$ cat config.mk
export PLATFORM = sky130hd
export DESIGN_NAME = ex_9_dispatch
export DESIGN_NICKNAME = d
export VERILOG_FILES = /design/src/rtl/ex_9_dispatch.sv
export SDC_FILE = /design/constraint.sdc
export NUM_CORES = 1
export LEC_CHECK = 0
export CORE_MARGIN = 5
export CORE_UTILIZATION = 30
export DETAILED_ROUTE_END_ITERATION = 8
export SLEW_MARGIN = 20
export SYNTH_ARGS = -nofsm -noshare
export SYNTH_HDL_FRONTEND = slang
export SYNTH_SLANG_ARGS = --single-unit
$ cat constraint.sdc
create_clock -name clk -period 4.1 [get_ports clk]
set_input_delay 1.23 -clock clk [delete_from_list [all_inputs] [get_ports clk]]
set_output_delay 1.23 -clock clk [all_outputs]
set_load 0.01 [all_outputs]
$ cat src/rtl/ex_9_dispatch.sv
// One-to-six dispatcher: priority-decoded sel1..sel5 routes each accepted word into one of six one-entry slots (a..f).
// Word is visible on its slot one edge after accept; in_ready drops only while the decoded slot is full and not being acked.
module ex_9_dispatch #(
   parameter int WIDTH = 4
) (
   input  logic             clk,
   input  logic             rst_n,
   input  logic             in_valid,
   output logic             in_ready,
   input  logic [WIDTH-1:0] in_data,
   input  logic             sel1,
   input  logic             sel2,
   input  logic             sel3,
   input  logic             sel4,
   input  logic             sel5,
   output logic [WIDTH-1:0] a,
   output logic [WIDTH-1:0] b,
   output logic [WIDTH-1:0] c,
   output logic [WIDTH-1:0] d,
   output logic [WIDTH-1:0] e,
   output logic [WIDTH-1:0] f,
   output logic [5:0]       out_valid,
   input  logic [5:0]       out_ack,
   output logic [2:0]       occupancy,
   output logic [2:0]       last_dest
);

   logic [2:0]            dest;
   logic                  accept;
   logic [5:0]            acc_mask;
   logic [5:0]            vld_q, vld_d;
   logic [5:0][WIDTH-1:0] slot_q, slot_d;
   logic [2:0]            occ_q, occ_d;
   logic [2:0]            last_q, last_d;
   logic [2:0]            drained;

   // Earlier terms win; later selects are don't-care once a higher one matches.
   always_comb begin
      dest = 3'd5;
      if (sel1)              dest = 3'd0;
      else if (sel2 && sel3) dest = 3'd1;
      else if (sel2)         dest = 3'd2;
      else if (sel4)         dest = 3'd3;
      else if (sel5)         dest = 3'd4;
   end

   assign in_ready = !vld_q[dest] || out_ack[dest];
   assign accept   = in_valid && in_ready;

   always_comb begin
      acc_mask = '0;
      slot_d   = slot_q;
      last_d   = last_q;
      drained  = '0;
      if (accept) begin
         acc_mask[dest] = 1'b1;
         slot_d[dest]   = in_data;
         last_d         = dest;
      end
      // Acks on empty slots fall out naturally: they clear nothing and count nothing.
      vld_d = (vld_q & ~out_ack) | acc_mask;
      for (int i = 0; i < 6; i++) begin
         drained = drained + {2'b00, vld_q[i] & out_ack[i] & ~acc_mask[i]};
      end
      occ_d = occ_q + {2'b00, accept & ~vld_q[dest]} - drained;
   end

   always_ff @(posedge clk or negedge rst_n) begin
      if (!rst_n) begin
         vld_q  <= '0;
         slot_q <= '0;
         occ_q  <= '0;
         last_q <= '0;
      end else begin
         vld_q  <= vld_d;
         slot_q <= slot_d;
         occ_q  <= occ_d;
         last_q <= last_d;
      end
   end

   assign a         = slot_q[0];
   assign b         = slot_q[1];
   assign c         = slot_q[2];
   assign d         = slot_q[3];
   assign e         = slot_q[4];
   assign f         = slot_q[5];
   assign out_valid = vld_q;
   assign occupancy = occ_q;
   assign last_dest = last_q;

endmodule

==> impl_metrics.ini <==
[finish]
drive_gt1_frac = 0.430
fillers = 526
final_util = 0.488
fin_nets = 253
layout.cells.non_filler = 303
multi_input_area_um2 = 971
antenna_cells = 0
area_growth_pct = 58.0
regArea_um2 = 901

[setup_path]
required_ps = 4280
max_stage_delay_ps = 530
crit_path_end_kind = flop
worstPathArrival_ps = 4510
cpMostUsedCell = fa_1
startpoint_type = input port
path_max_fanout = 5
slowest_stage = fa_1
path_cells = buf_12, nor2b_4, o32a_1, a32oi_2, or2_4, nand4_1, and3_4, fa_1, inv_1, ha_2, fa_1, fa_2, xnor2_2, xnor2_1
path_class = in2reg

[clocking]
cts_tree = done
cts_buffers = 5
ctsHoldBuffers = 0
path_clk_slew_ps = 70
clkLatencyLatePin_ps = 290
htreeDepth = 2
root_buffer = clkbuf_8
ctsLongestPathBuffers = 2
cts_num_sinks = 36

[power]
p_int_mw = 0.891
power_mw = 1.26
ir_drop_v = 0.000301
combPwrFrac = 0.398
switching_share = 0.291
p_per_area_nw_per_um2 = 435
p_clk_frac = 0.210
pwr-share-seq = 0.392
switching_power_mw = 0.365
cellLeakagePower_nw = 1.29

[run_status]
status = finished with violations
violations = negative setup slack

[sta]
worstMarginPinSlew_ps = 793
setup_violations = 2
slew_headroom = 0.471
slew_violations = 0
worst_slack_ps = -237
tns_ps = -315
finalHoldViolCount = 0
skew_ps = 3.92
fin_crit_sh = 1.06
min_period_ps = 4340
rsz0062_at_grt = true
timing.fmax_ghz = 0.231

[yosys]
syn_area_um2 = 1830
syn_inst = 141
ys_seq_elements = 36
synth_area_per_cell_um2 = 13.0
seq_area_frac_synth = 0.493
yosysUniqueCellTypes = 39
synth.net_count = 167
ys.warnings.count = 0

[global_routing]
grt_pass1_wl_mm = 8.02
grt_use_total = 0.137
antenna_found_initial = 0
grt_pass1_vias = 1532
gr-total-overflow = 0
grt_max_degree = 37

[placement]
pre_cts_slack_ps = -1120
numPortBuffers = 54
gp_congestion = 0.857
place_hpwl_mm = 3.53
dp.cells = 289

[route]
route.detailed.wl_per_inst_um = 16.1
drtAntennaViolNets = 0
avgViaCountPerCell = 4.70
drtIter0Drc = 44
totalWireLength_mm = 4.89
num_vias = 1424
dr.pass1.iters = 4
drc = 0

[floorplanning]
start_util = 0.309
die_w_um = 88.1
io_pins = 55
die_height_um = 88.1
dieArea_um2 = 7750
std_cell_rows = 28
core_um2 = 5920

[run]
maxCapViolCount = 0

[hold_path]
hold_class = reg2reg
## cells by family after synthesis
family / Yosys count / share of synthesized area
multiplexers: 27 / 0.183
adder cells (fa/ha/maj): 8 / 0.0712
buffers and inverters: 18 / 0.0520
flip-flops: 36 / 0.493
XOR/XNOR: 3 / 0.0144
AND/OR/NAND/NOR: 34 / 0.120
AO/OA/AOI/OAI: 15 / 0.0664
## cells in the final DEF, fill, tap and decap left out, types with 2 or more instances in the layout
cell,synthesis,routed
a21o_1,3,3
and3_4,0,2
buf_2,1,3
buf_4,1,28
buf_6,3,3
clkbuf_8,0,6
clkdlybuf4s50_1,0,42
dfrtp_1,36,36
dlygate4sd2_1,0,4
fa_1,4,2
fa_2,0,2
ha_1,4,3
inv_1,13,13
mux2_2,19,19
mux2_4,8,8
nand2_1,5,5
nand3_1,5,3
nand3_2,0,2
nor2_1,5,4
nor4_4,2,2
o21ai_0,3,3
or2_4,1,2
xnor2_1,3,2
## area by class of cell
cell class	count	area share
sequential	36	0.312
tap	75	0.0325
multi-input combinational	87	0.336
clock inverter	1	0.00260
clock buffer	7	0.0299
inverter	13	0.0169
timing repair buffer	84	0.270
## worst paths after layout
path / end / depth (start not counted) / from / slack [ps]
setup / recovery: occupancy[2] / 14 / sel2 / -240
hold / removal: a[1] / 1 / a[1] / 510
setup reg to reg: occupancy[2] / 13 / out_valid[1] / 420
hold reg to reg: a[1] / 1 / a[1] / 510
max in group asynchronous: f[3] / 1 / rst_n / 2570
min in group asynchronous: occupancy[1] / 1 / rst_n / 1020
## layer usage
metal  routed length [um]  vias up  track usage
met2                 2310       51        0.215
li1                     -      663            -
met1                 2180      703        0.182
met5                    0        -            0
met4                   34        0       0.0330
met3                  359        7       0.0489
## sequential cells by signal, summed over array words and instances (netlist names)
register / count
out_valid: 6
a: 4
b: 4
c: 4
d: 4
e: 4
f: 4
last_dest: 3
occupancy: 3
## synth_stat cells, drive strengths merged
cell type / number / area share
a21o: 4 / 0.017
a2111oi: 1 / 0.0048
nand2b: 1 / 0.0034
and4: 1 / 0.0048
nand4: 1 / 0.0034
buf: 5 / 0.025
nor3b: 2 / 0.0082
inv: 13 / 0.027
xnor2: 3 / 0.014
dfrtp: 36 / 0.49
fa: 4 / 0.044
a211oi: 1 / 0.0041
nand2: 5 / 0.010
or3: 1 / 0.0034
a21oi: 1 / 0.0027
or2: 3 / 0.012
nor2b: 1 / 0.0034
a211o: 1 / 0.0048
nor4b: 1 / 0.0048
nor4: 2 / 0.023
and2: 1 / 0.0034
o21ai: 4 / 0.013
a32oi: 1 / 0.0089
nor2: 5 / 0.010
and3: 3 / 0.011
ha: 4 / 0.027
nor3: 2 / 0.0055
mux2: 27 / 0.18
a32o: 1 / 0.0055
o32a: 1 / 0.0055
nand3: 5 / 0.014
## worst max-delay path, delay by kind of cell
| family | cells | cell delay (ps) |
|---|---|---|
| adder cells (fa/ha/maj) | 4 | 1590 |
| AND/OR/NAND/NOR | 4 | 650 |
| AO/OA/AOI/OAI | 2 | 620 |
| XOR/XNOR | 2 | 270 |
| buffers and inverters | 2 | 150 |
## timing repair
action	CTS	global route
gates cloned	1	0
endpoints found under the hold margin	0	0
pin swaps	18	2
setup endpoints to repair	4	3
buffers inserted	4	1
resized for setup	58	5
## power by group through the flow
stage          combinational [mW]  sequential [mW]  clock (mW)
2_1_floorplan               0.182            0.539           0
6_report                    0.499            0.493       0.264
3_3_place_gp                0.480            0.499           0
4_1_cts                     0.506            0.495       0.275
3_5_place_dp                0.486            0.500           0
5_1_grt                     0.543            0.508       0.293
## stage by stage
step / hold slack (ps) / cell area, um^2
after detailed placement: 493 / 2620
after CTS: 511 / 2860
final: 508 / 2890
after global routing: 531 / 2890
after global placement: 487 / 2620
after floorplan: 537 / 1860
Note: power is estimated with default switching activity, not from simulation.
